### src/rtl/countdown_pkg.sv
// Shared types for the loadable countdown timer: FSM states and the
// next-count select used between the control FSM and the datapath.
package countdown_pkg;

  localparam int CD_DEFAULT_WIDTH = 4;

  typedef enum logic [1:0] {
    IDLE = 2'd0,
    RUN  = 2'd1,
    DONE = 2'd2
  } cd_state_t;

  typedef enum logic [2:0] {
    SEL_HOLD   = 3'd0,
    SEL_LOAD   = 3'd1,
    SEL_DEC    = 3'd2,
    SEL_RELOAD = 3'd3,
    SEL_ZERO   = 3'd4
  } cnt_sel_t;

endpackage

### src/rtl/countdown_datapath.sv
// Combinational next-count mux for the countdown timer, plus the
// count==1 / count==0 flags the control FSM decides on.
module countdown_datapath
  import countdown_pkg::*;
#(
  parameter int WIDTH = CD_DEFAULT_WIDTH
) (
  input  logic [WIDTH-1:0] count,
  input  logic [WIDTH-1:0] d,
  input  logic [WIDTH-1:0] reload,
  input  cnt_sel_t         sel,
  output logic [WIDTH-1:0] count_next,
  output logic             is_one,
  output logic             is_zero
);

  always_comb begin
    count_next = count;
    case (sel)
      SEL_HOLD:   count_next = count;
      SEL_LOAD:   count_next = d;
      SEL_DEC:    count_next = count - WIDTH'(1);
      SEL_RELOAD: count_next = reload;
      SEL_ZERO:   count_next = '0;
      default:    count_next = count;
    endcase
  end

  assign is_one  = (count == WIDTH'(1));
  assign is_zero = (count == '0);

endmodule

### src/rtl/countdown_timer.sv
// Loadable down-counter with IDLE/RUN/DONE control, one-cycle terminal
// count pulse and optional auto-reload. All outputs come from flops.
module countdown_timer
  import countdown_pkg::*;
#(
  parameter int WIDTH = CD_DEFAULT_WIDTH
) (
  input  logic             clk,
  input  logic             reset,
  input  logic             load,
  input  logic [WIDTH-1:0] d,
  input  logic             start,
  input  logic             en,
  input  logic             auto_reload,
  output logic [WIDTH-1:0] qout,
  output logic             tc,
  output logic             busy,
  output logic             done
);

  cd_state_t        state_q, state_d;
  logic [WIDTH-1:0] count_q, count_d;
  logic [WIDTH-1:0] reload_q, reload_d;
  logic             tc_q, tc_d;
  cnt_sel_t         sel;
  logic             is_one, is_zero;
  logic             reload_zero;

  assign reload_zero = (reload_q == '0);

  countdown_datapath #(.WIDTH(WIDTH)) u_datapath (
    .count      (count_q),
    .d          (d),
    .reload     (reload_q),
    .sel        (sel),
    .count_next (count_d),
    .is_one     (is_one),
    .is_zero    (is_zero)
  );

  // Priority: load, then start, then en. tc_d only rises on a terminal event.
  always_comb begin
    state_d  = state_q;
    reload_d = reload_q;
    sel      = SEL_HOLD;
    tc_d     = 1'b0;
    if (load) begin
      sel      = SEL_LOAD;
      reload_d = d;
      state_d  = IDLE;
    end else begin
      case (state_q)
        IDLE: begin
          if (start) begin
            if (is_zero) begin
              state_d = DONE;
              tc_d    = 1'b1;
            end else begin
              state_d = RUN;
            end
          end
        end
        RUN: begin
          if (en && is_one) begin
            tc_d = 1'b1;
            if (auto_reload && !reload_zero) begin
              sel = SEL_RELOAD;
            end else begin
              sel     = SEL_ZERO;
              state_d = DONE;
            end
          end else if (en && !is_zero) begin
            sel = SEL_DEC;
          end
        end
        DONE: begin
          if (start) begin
            if (!reload_zero) begin
              sel     = SEL_RELOAD;
              state_d = RUN;
            end else begin
              tc_d = 1'b1;
            end
          end
        end
        default: state_d = IDLE;
      endcase
    end
  end

  always_ff @(posedge clk) begin
    if (reset) begin
      state_q  <= IDLE;
      count_q  <= '0;
      reload_q <= '0;
      tc_q     <= 1'b0;
    end else begin
      state_q  <= state_d;
      count_q  <= count_d;
      reload_q <= reload_d;
      tc_q     <= tc_d;
    end
  end

  assign qout = count_q;
  assign tc   = tc_q;
  assign busy = (state_q == RUN);
  assign done = (state_q == DONE);

endmodule

### config.mk
export PLATFORM = sky130hd
export DESIGN_NAME = countdown_timer
export DESIGN_NICKNAME = d
export VERILOG_FILES = /design/src/rtl/countdown_pkg.sv /design/src/rtl/countdown_datapath.sv /design/src/rtl/countdown_timer.sv
export SDC_FILE = /design/constraint.sdc
export NUM_CORES = 1
export LEC_CHECK = 0
export CORE_MARGIN = 4
export CORE_UTILIZATION = 45
export CTS_CLUSTER_SIZE = 25
export DETAILED_ROUTE_END_ITERATION = 8
export GPL_TIMING_DRIVEN = 1
export HOLD_SLACK_MARGIN = 0.15
export PLACE_DENSITY = 0.71
export SYNTH_ARGS = -nofsm -noshare
export SYNTH_HDL_FRONTEND = slang
export SYNTH_SLANG_ARGS = --single-unit
### constraint.sdc
create_clock -name clk -period 2 [get_ports clk]
set_input_delay 0.4 -clock clk [delete_from_list [all_inputs] [get_ports clk]]
set_output_delay 0.4 -clock clk [all_outputs]
set_load 0.02 [all_outputs]
Word level (Yosys, flattened, before mapping):

Index checks and enable logic that the tools add are counted.

* flip-flop bits (word level): 11
* bits in latches: 0
* bits in writable memories: 0
* ROM bits: 0
* input bits: 10
* output and inout port bits: 7
* memories kept: 0

* add/subtract/negate cells: 1
* multipliers: 0
* div/mod/pow operators: 0
* magnitude comparators: 0
* eq/ne operators: 12
* shift-type cells: 0
* mux-type cells: 21
* bitwise gates (word level): 0
* reduce and logical (&&, ||, !) cells: 11

Operators with widths (number)
* two-way mux 2 bit: 9
* one-hot mux 4 bit (4 select lines): 1
* two-way mux 3 bit: 3
* zero test 4 bit: 2
* inequality test 2 bit, second input constant: 4
* equality test 3 x 2 -> 1 bit, second input constant: 2
* one-hot mux 2 bit (3 select lines): 1
* one-hot mux 3 bit (2 select lines): 1
* two-way mux 1 bit: 5
* AND reduction 5 bit: 1
* equality test 4 x 1 -> 1 bit, second input constant: 1
* nonzero test 4 bit: 1
* subtractor 4 x 1 -> 4 bit, second input constant: 1
* equality test 3 x 1 -> 1 bit, second input constant: 1
* equality test 3 bit, second input constant: 1
* logical AND 1 bit: 3
* one-hot mux 1 bit (3 select lines): 1
* equality test 2 x 1 -> 1 bit, second input constant: 1
* equality test 2 bit, second input constant: 1
* zero test 1 bit: 2
* zero test 2 bit: 1
* inequality test 2 x 1 -> 1 bit, second input constant: 1
* OR reduction 2 bit: 1

Depth between registers and ports, before layout:

Gate-level depths: netlist of the first run.

* depth after elaboration: 9
* gate-level depth with buffers: 8

By module:

A second synthesis of the first run with hierarchy kept.

* cells, all modules: 100
* area, all modules: 847.1 um^2

By module, submodules not included
* countdown_timer: times used 1, cells an instance 64, area an instance 571.8 um^2, seq. area each 220.2 um^2
* countdown_datapath: times used 1, cells an instance 36, area an instance 275.3 um^2, seq. area each 0.0 um^2

Worst setup path after synthesis of the first run:

Ideal clock, no wire load.

* kind: register to register
* from: register count_q[1], in the netlist qout[1]
* to: register count_q[1], in the netlist qout[1]
* library setup time: 0.119 ns
* arrival time: 1.942 ns
* slack: -0.061 ns
* cell stages (with the launch flop): 9
* buffers on the path: 0
* path through: dfxtp_1 > inv_1 > ha_1 > or4b_1 > nand3_1 > o32ai_1 > nor3_1 > a21oi_1 > o221a_1

* word-level cells in the longest chain between the ends: 9
* elaborated cells on any way between the ends: 16

RTL lines
* from (decl): line countdown_timer.sv:22 `logic [WIDTH-1:0] count_q, count_d;`
* from (signal assigned): line countdown_timer.sv:99 `count_q <= count_d;`
* zero test 4 bit: line countdown_datapath.sv:30 `assign is_zero = (count == '0);`
* zero test 1 bit: line countdown_timer.sv:72 `end else if (en && !is_zero) begin`
* logical AND 1 bit: line countdown_timer.sv:72
* two-way mux 2 bit: line countdown_timer.sv:72
* two-way mux 3 bit: line countdown_timer.sv:64 `if (en && is_one) begin`
* one-hot mux 3 bit (2 select lines): line countdown_timer.sv:52 `case (state_q)`
* two-way mux 3 bit: line countdown_timer.sv:47 `if (load) begin`
* equality test 3 bit (tied with other cells): line countdown_datapath.sv:19 `case (sel)`
* one-hot mux 4 bit (4 select lines) or nonzero test 4 bit (tied branches)

Parallel ways exist; a longest one is shown, timed or not.
A chain may end at the register's enable or synchronous reset.

Worst setup path after layout of the first run:

* from: register reload_q[1]
* to: register count_q[2], in the netlist qout[2]

* word-level cells in the longest chain between the ends: 9
* elaborated cells on any way between the ends: 15

RTL lines
* from (decl): line countdown_timer.sv:23 `logic [WIDTH-1:0] reload_q, reload_d;`
* from (signal assigned): line countdown_timer.sv:100 `reload_q <= reload_d;`
* zero test 4 bit *: line countdown_timer.sv:29 `assign reload_zero = (reload_q == '0);`
* zero test 1 bit
* logical AND 1 bit: line countdown_timer.sv:66 `if (auto_reload && !reload_zero) begin`
* two-way mux 3 bit: line countdown_timer.sv:66
* two-way mux 3 bit: line countdown_timer.sv:64
* one-hot mux 3 bit (2 select lines) *: line countdown_timer.sv:52
* two-way mux 3 bit *: line countdown_timer.sv:47
* equality test 3 bit (tied with other cells): line countdown_datapath.sv:19
* one-hot mux 4 bit (4 select lines) or nonzero test 4 bit (tied branches)

Mark *: on every way between the ends. The rest lies on a longest branch, timed or not.

==> impl_metrics.tcl, run 1 <==
set metrics [dict create \
    syn_area_per_cell_sq_um 8.98 \
    r2r_start "reload_q[1]" \
    worst-path-buf-inv 0 \
    critical-path-top-delay-family "simple AND/OR/NAND/NOR gates" \
    path_max_fanout 5 \
    period_share_pct 101 \
    grt_pass1_wl_mm 4.06 \
    rsz0062_at_grt "true" \
    ir_drop_uv 470 \
    cts_buffers 3 \
    tightest_slew_ps 479 \
    grtUsageTotal_pct 20.1 \
    vias 990 \
    period_needed_ps 2010 \
    coreArea_sq_mm 0.00178 \
    end_kind "register" \
    rows 15 \
    placed_area_sq_mm 0.00121 \
    clk_latency_ps 270 \
    startpoint "reload_q[1]" \
    ioPinCount 17 \
    grt_antenna_before_repair 0 \
    finish.instance_area_sq_mm 0.00145 \
    min_to "state_q[0]" \
    initial_core_util_pct 49.3 \
    finalSetupViolations 1 \
    antenna_left 0 \
    wl_per_cell_um 17.6 \
    leakage_nw 0.574 \
    yosysSeqAreaShare_pct 25.0 \
    yosysWarnings 0 \
    routed_wl_mm 2.96 \
    clk_pin_slew_ps 80 \
    dp_hpwl_mm 1.87 \
    drc 0 \
    grt_max_degree 13 \
    routabilityCongestion 0.832 \
    violations "negative setup slack" \
    slew-limit-headroom_pct 68.1 \
    cp-start-kind "register" \
    port_buffers 16 \
    die_w_um 52.2 \
    drv_slew 0 \
    timing.fmax_mhz 497 \
    r2r_cells 6 \
    cts_tree "yes" \
    max_stage_delay_ps 580 \
    die_area_sq_mm 0.00273 \
    clock_sinks 11 \
    arrival_ps 2200 \
    drt-pass1-iter-count 4 \
    area_growth_pct 64.6 \
    cts_hold_buffers 0 \
    holdPathStages 2 \
    hold_path_class "reg2reg" \
    fin_ws_ps -10.3 \
    top_layer "met4" \
    grt_pass1_vias 936 \
    met2_length_mm 1.51 \
    syn-cell-area_sq_um 880 \
    die_y_um 52.2 \
    finalHoldViolCount 0 \
    clk_path_buf_depth 2 \
    drt_iter0_markers 22 \
    crit_chain "or4_4 -> and2_4 -> nor2b_1 -> a221oi_2 -> o21ai_1 -> a211oi_1" \
    num_antenna_cells 0 \
    worst_hold_slack_ps 574 \
    rrSetupSlack_ps -10 \
    crit_type "reg2reg" \
    layout-drive-gt1-share_pct 45.5 \
    p_per_area_mw_per_mm2 526 \
    holdCritStartpoint "state_q[0]" \
    m1WireLength_mm 1.22 \
    vias_per_cell 5.89 \
    crit_slowest_cell "or4_4" \
    fin_skew_ps 3.15 \
    ys_types 38 \
    rr_endpoint "qout[2]" \
    status "complete, but fails checks" \
    cts-root-buf "clkbuf_4" \
    cap_violations 0 \
    cp.depth 6 \
    crit_required_ps 2190 \
    wl_met3_um 163 \
    fin_nets 161 \
    gr-total-overflow 0 \
    synth.net_count 115 \
    netlist_instances 98 \
    synth-seq-cells 11 \
    htree_levels 1 \
]
## worst register-to-register path: cells and delay by family, from the launching register on
family	cells	cell delay [ps]
compound gates	3	640
flops	1	340
simple gates	3	950
## report_power, final
group / internal [W] / switching [W] / total [W]
Clock: 0.0000741 / 0.0000817 / 0.000156
Sequential: 0.000236 / 0.0000178 / 0.000254
Combinational: 0.000174 / 0.000177 / 0.000351
## sequential cells by signal (all words and copies together), names as in the netlist
| name | flops |
|---|---|
| qout | 4 |
| state_q | 2 |
| reload_q | 4 |
| tc | 1 |
## layout by cell type (no fill, tap or decap), drive strengths merged
master	instances
a2111oi	3
o221a	1
dfxtp	11
clkinv	1
a21boi	1
clkbuf	3
o21bai	1
o311ai	2
o32ai	1
dlymetal6s2s	1
mux2i	6
nor3	2
nor2	10
a31oi	1
clkdlybuf4s50	14
a221oi	2
a21oi	8
a221o	1
a211oi	6
o32a	1
nand2	4
nand2b	2
ha	7
buf	26
or4	1
or4b	1
dlygate4sd2	1
and2	2
nand3	4
o21ai	5
nor2b	2
nor4	2
a2bb2oi	1
inv	7
and3	1
nand4bb	1
## cells in the mapped netlist
| cell type | instances | area [sq um] |
|---|---|---|
| a2111oi_0 | 2 | 17.5 |
| a2111oi_4 | 1 | 27.5 |
| a211oi_1 | 6 | 45.0 |
| a21boi_1 | 1 | 7.51 |
| a21oi_1 | 6 | 30.0 |
| a21oi_4 | 1 | 16.3 |
| a221o_1 | 1 | 10.0 |
| a221oi_1 | 1 | 8.76 |
| a221oi_2 | 1 | 15.0 |
| a2bb2oi_2 | 1 | 15.0 |
| a31oi_1 | 1 | 6.26 |
| and2_1 | 1 | 6.26 |
| and2_4 | 1 | 8.76 |
| and3_1 | 1 | 6.26 |
| clkbuf_1 | 1 | 3.75 |
| clkbuf_8 | 1 | 13.8 |
| dfxtp_1 | 11 | 220 |
| ha_1 | 7 | 87.6 |
| inv_1 | 7 | 26.3 |
| mux2i_1 | 6 | 60.1 |
| nand2_1 | 4 | 15.0 |
| nand2b_1 | 2 | 12.5 |
| nand3_1 | 4 | 20.0 |
| nand4bb_2 | 1 | 16.3 |
| nor2_1 | 10 | 37.5 |
| nor2b_1 | 2 | 12.5 |
| nor3_1 | 2 | 10.0 |
| nor4_1 | 1 | 6.26 |
| nor4_2 | 1 | 12.5 |
| o21ai_0 | 4 | 20.0 |
| o21ai_2 | 1 | 8.76 |
| o21bai_1 | 1 | 7.51 |
| o221a_1 | 1 | 11.3 |
| o311ai_0 | 2 | 17.5 |
| o32a_1 | 1 | 10.0 |
| o32ai_1 | 1 | 8.76 |
| or4_4 | 1 | 11.3 |
| or4b_1 | 1 | 10.0 |
## cell type report
cell class	instances	area (sq um)
tap	25	31.3
clock inverter	1	5.00
inverter	7	26.3
sequential	11	226
timing repair buffer	42	364
multi-input combinational	79	772
fill	111	335
clock buffer	3	22.5
## per-stage QoR
stage	power (W)	utilization [%]	setup slack (ps)	instances	setup TNS, ps
floorplan	0.000412	-	40.2	98	0
global placement	0.000515	68.0	-159	158	-720
detailed placement	0.000521	68.0	-212	158	-982
CTS	0.000687	72.1	5.19	164	0
global route	0.000798	81.2	-83.5	168	-322
finish	0.000761	81.2	-10.3	168	-10.3
## cell families (layout without fill, tap and decap cells)
group                      after synthesis  count (layout)  share of synthesized area [%]
AOI/OAI and AO/OA                       33              34                           32.2
and+or+nand+nor                         32              32                           21.1
DFF                                     11              11                           25.0
buffers and inverters                    9              53                           4.98
adders and majority gates                7               7                           9.96
muxes                                    6               6                           6.83
## worst max path at each step
stage / endpoint / slack (ps)
after detailed placement: qout[1] / -210
after floorplan: qout[1] / 40
after global placement: qout[1] / -160
after CTS: qout[3] / 5
final: qout[2] / -10
after global routing: qout[2] / -80
## metal layers
layer  track usage (%)  vias up
li1                  -      471
met1              23.4      474
met2              38.1       37
met3              1.71        8
met4              6.38        0
met5                 0        -
## repair_timing
action                     4_1_cts  5_1_grt
gates cloned                     1        0
pin swaps                        6        8
hold endpoints to repair         0        0
gates resized for setup          8       32
setup endpoints to repair        5        7
setup buffers                    1        5
Note: power is estimated with default switching activity, not from simulation.
==> run 2, diff against run 1 <==
--- a/config.mk
+++ b/config.mk
@@ -7,11 +7,12 @@
 export LEC_CHECK = 0
 export CORE_MARGIN = 4
 export CORE_UTILIZATION = 45
+export CTS_CLUSTER_DIAMETER = 100
 export CTS_CLUSTER_SIZE = 25
 export DETAILED_ROUTE_END_ITERATION = 8
 export GPL_TIMING_DRIVEN = 1
 export HOLD_SLACK_MARGIN = 0.15
-export PLACE_DENSITY = 0.71
+export PLACE_DENSITY = 0.82
 export SYNTH_ARGS = -nofsm -noshare
 export SYNTH_HDL_FRONTEND = slang
 export SYNTH_SLANG_ARGS = --single-unit
==> run 2 against run 1 <==
Compared with the run above: maximum frequency increased by 0.39%; register-to-register slack about the same; the flow still finishes with violations (negative setup slack); setup slack improved by 7.7 ps; total power decreased by 4.8%; sequential power about the same; clock power about the same; first-iteration DRC count decreased by 36%.
==> impl_metrics.tcl, run 2 (synthesized netlist as in run 1, its figures left out) <==
set metrics [dict create \
    placed_area_sq_mm 0.00119 \
    fin_skew_ps 6.52 \
    grt_pass1_vias 859 \
    grt_antenna_before_repair 0 \
    tightest_slew_ps 424 \
    grtUsageTotal_pct 20.3 \
    clock_sinks 11 \
    rrSetupSlack_ps -3 \
    gr-total-overflow 0 \
    die_y_um 52.2 \
    htree_levels 1 \
    hold_path_class "reg2reg" \
    r2r_cells 6 \
    switching_power_w 0.000254 \
    clock_power_share_pct 21.4 \
    combPwrFrac_pct 43.9 \
    end_kind "register" \
    vias 960 \
    crit_type "reg2reg" \
    p_per_area_mw_per_mm2 538 \
    port_buffers 16 \
    arrival_ps 2170 \
    crit_required_ps 2170 \
    clk_latency_ps 270 \
    drt_iter0_markers 14 \
    r2r_start "reload_q[1]" \
    ioPinCount 17 \
    cts_tree "yes" \
    fin_nets 154 \
    cp-start-kind "register" \
    dp_hpwl_mm 1.85 \
    die_w_um 52.2 \
    num_antenna_cells 0 \
    seqCellArea_sq_um 224 \
    status "complete, but fails checks" \
    rr_endpoint "qout[1]" \
    finish.instance_area_sq_mm 0.00135 \
    wl_per_cell_um 16.4 \
    area_growth_pct 53.1 \
    power_switching_share_pct 35.0 \
    drt-pass1-iter-count 4 \
    timing.fmax_mhz 499 \
    antenna_left 0 \
    final_common_cell "buf_4" \
    fin_ws_ps -2.61 \
    startpoint "reload_q[1]" \
    period_needed_ps 2000 \
    layout-drive-gt1-share_pct 41.2 \
    clk_path_buf_depth 2 \
    cap_violations 0 \
    grt_max_degree 12 \
    clk_pin_slew_ps 80 \
    crit_path_end "qout[1]" \
    die_area_sq_mm 0.00273 \
    rsz0062_at_grt "true" \
    multi_input_area_sq_um 731 \
    path_max_fanout 7 \
    violations "negative setup slack" \
    routed_wl_mm 2.65 \
    routabilityCongestion 0.852 \
    most-common-layout-cells "20 x buf_4, 14 x clkdlybuf4s50_1, 9 x nor2_1" \
    cts-root-buf "clkbuf_4" \
    period_share_pct 100 \
    finalSetupViolations 1 \
    coreArea_sq_mm 0.00178 \
    sequentialPowerShare_pct 34.7 \
    grt_pass1_wl_mm 4.00 \
    ir_drop_uv 539 \
    nFillCells 132 \
    leakage_nw 0.524 \
    vias_per_cell 5.96 \
    rows 15 \
    slew-limit-headroom_pct 71.7 \
    initial_core_util_pct 49.3 \
    drc 0 \
    finalHoldViolCount 0 \
    place_ws_ps -268 \
    cts_buffers 3 \
    p_int_w 0.000471 \
    cts_hold_buffers 0 \
    drv_slew 0 \
]
[run 2: layer usage]
layer	GRT usage (%)	wire, um
met1	23.2	1130
met3	1.99	91
met5	0	0
met2	36.0	1340
met4	11.9	82
[run 2: worst max-delay path, stage by stage (launching register included)]
cell	delay (ps)
dfxtp_2	320
or4_4	570
and2_4	190
a21oi_4	240
mux2i_1	260
a21oi_1	100
o221a_1	220
[run 2: metrics by stage]
step / util [%] / hold slack [ps] / power [W] / setup TNS (ps) / std cells
after floorplan: - / 521 / 0.000412 / 0 / 98
after global placement: 66.7 / 550 / 0.000511 / -695 / 155
after detailed placement: 66.7 / 558 / 0.000518 / -1190 / 155
after CTS: 69.5 / 571 / 0.000676 / 0 / 161
after global routing: 75.5 / 615 / 0.000761 / -124 / 161
final: 75.5 / 575 / 0.000724 / -2.61 / 161
[run 2: worst min-delay path by stage]
stage | start | to | slack [ps] | cells past startpoint
after floorplan | reload_q[3] | reload_q[3] | 520 | 2
after global placement | reload_q[3] | reload_q[3] | 550 | 2
after detailed placement | reload_q[3] | reload_q[3] | 560 | 2
after CTS | reload_q[3] | reload_q[3] | 570 | 2
after global routing | reload_q[3] | reload_q[3] | 610 | 2
final | reload_q[3] | reload_q[3] | 580 | 2
[run 2: area by class of cell]
class | instances | area share (%)
repair buffers | 36 | 22.9
multi-input cells | 78 | 54.3
well taps | 25 | 2.32
inverters | 7 | 1.95
flip-flops and latches | 11 | 16.6
clock buffers | 4 | 1.95
[run 2: power groups by stage]
stage,Sequential [W],Clock (W),Combinational (W)
detailed placement,0.000254,0,0.000264
floorplan,0.000264,0,0.000148
global placement,0.000253,0,0.000258
global route,0.000254,0.000166,0.000342
finish,0.000251,0.000155,0.000318
CTS,0.000249,0.000158,0.000268
[run 2: repair_timing]
item | CTS | global route
setup buffers | 2 | 0
resized for setup | 5 | 29
endpoints found under the setup margin | 5 | 6
pin swaps | 5 | 6
==> run 3, diff against run 2 <==
--- a/config.mk
+++ b/config.mk
@@ -5,13 +5,13 @@
 export SDC_FILE = /design/constraint.sdc
 export NUM_CORES = 1
 export LEC_CHECK = 0
-export CORE_MARGIN = 4
+export CORE_MARGIN = 2
 export CORE_UTILIZATION = 45
 export CTS_CLUSTER_DIAMETER = 100
 export CTS_CLUSTER_SIZE = 25
 export DETAILED_ROUTE_END_ITERATION = 8
 export GPL_TIMING_DRIVEN = 1
-export HOLD_SLACK_MARGIN = 0.15
+export HOLD_SLACK_MARGIN = 0.05
 export PLACE_DENSITY = 0.82
 export SYNTH_ARGS = -nofsm -noshare
 export SYNTH_HDL_FRONTEND = slang
==> run 3 against run 2 <==
Compared with the run above: the flow now finishes without violations; register-to-register slack improved by 40 ps; critical path type unchanged; count of clock-buffer cells in the layout is 1 lower; utilization is 0.49 points lower.
==> impl_metrics.tcl, run 3 (synthesized netlist as in run 1, its figures left out) <==
set metrics [dict create \
    hold_path_class "reg2reg" \
    clk_latency_ps 270 \
    grtUsageTotal_pct 23.1 \
    rows 15 \
    grt_max_degree 12 \
    crit_required_ps 2140 \
    drt-pass1-iter-count 4 \
    finalSetupViolations 0 \
    finalHoldViolCount 0 \
    period_share_pct 98.0 \
    port_buffers 16 \
    area_growth_pct 52.1 \
    drv_slew 0 \
    cts-root-buf "clkbuf_4" \
    slew-limit-headroom_pct 73.0 \
    coreArea_sq_mm 0.00178 \
    fin_skew_ps 1.30 \
    final_common_cell "buf_4" \
    tightest_slew_ps 404 \
    vias_per_cell 5.71 \
    antenna_left 0 \
    routabilityCongestion 0.898 \
    p_per_area_mw_per_mm2 530 \
    drc 0 \
    clock_sinks 11 \
    leakage_nw 0.536 \
    num_antenna_cells 0 \
    layout-drive-gt1-share_pct 36.4 \
    timing.fmax_mhz 510 \
    fin_nets 158 \
    ir_drop_uv 443 \
    worst_hold_slack_ps 569 \
    arrival_ps 2100 \
    cap_violations 0 \
    most-common-layout-cells "23 x buf_4, 14 x clkdlybuf4s50_1, 9 x nor2_1, 9 x dfxtp_1, 7 x inv_1" \
    cts_tree "yes" \
    die_area_sq_mm 0.00232 \
    cts_buffers 3 \
    drt_iter0_markers 11 \
    path_max_fanout 4 \
    htree_levels 1 \
    dp_hpwl_mm 1.81 \
    period_needed_ps 1960 \
    status "complete, no violations" \
    end_kind "register" \
    die_y_um 48.2 \
    placed_area_sq_mm 0.00120 \
    vias 942 \
    grt_antenna_before_repair 0 \
    initial_core_util_pct 49.3 \
    grt_pass1_vias 857 \
    clk_path_buf_depth 2 \
    die_w_um 48.2 \
    ioPinCount 17 \
    crit_type "reg2reg" \
    routed_wl_mm 2.49 \
    utilization_pct 75.0 \
    grt_pass1_wl_mm 3.62 \
    wl_per_cell_um 15.1 \
    finish.instance_area_sq_mm 0.00134 \
    gr-total-overflow 0 \
    clk_pin_slew_ps 70 \
    cp-start-kind "register" \
    rsz0062_at_grt "true" \
]
## run 3: metal layers
metal	global-route usage (%)	wire length, um
met4	17.8	60
met3	2.96	65
met1	26.6	1100
met2	38.2	1260
met5	0	0
## run 3: power breakdown
part / total, W / leakage, nW / switching, W / internal, W
Combinational: 0.000308 / 0.427 / 0.000156 / 0.000152
Sequential: 0.000247 / 0.0914 / 0.0000119 / 0.000235
Clock: 0.000153 / 0.0177 / 0.0000793 / 0.0000740
Total: 0.000708 / 0.536 / 0.000247 / 0.000461
## run 3: path summary, 6_finish.rpt
| path | from | depth (start not counted) | endpoint | slack (ps) |
|---|---|---|---|---|
| worst min-delay path | reload_q[3] | 2 | reload_q[3] | 570 |
| worst max register to register | reload_q[1] | 6 | qout[3] | 40 |
| worst max-delay path | reload_q[1] | 6 | qout[3] | 40 |
| worst min register to register | reload_q[3] | 2 | reload_q[3] | 570 |
## run 3: critical path, stage by stage, from the launching register on
cell	delay (ps)
dfxtp_2	320
or4_4	570
and2_4	180
nor2b_1	150
a221o_1	360
a211oi_1	190
a211oi_1	60
## run 3: area by class of cell
cell class / count / area, sq um
tap: 25 / 31.3
clock inverter: 1 / 5.00
sequential: 11 / 223
multi-input combinational: 79 / 699
timing repair buffer: 39 / 330
inverter: 7 / 26.3
clock buffer: 3 / 22.5
fill: 126 / 445
## run 3: metrics by stage
step	power, W	setup TNS, ps	cells	setup slack (ps)
finish	0.000708	0	165	40.5
detailed placement	0.000525	-969	157	-244
CTS	0.000683	0	161	1.39
global route	0.000752	-39.7	165	-23.0
floorplan	0.000412	0	98	40.2
global placement	0.000517	-779	157	-209
## run 3: repair_timing
action                     4_1_cts  5_1_grt
pin swaps                        0        8
buffers inserted                 0        3
setup endpoints to repair        4        5
gates resized for setup          6       16
hold buffers                     0        0
cloned                           0        1
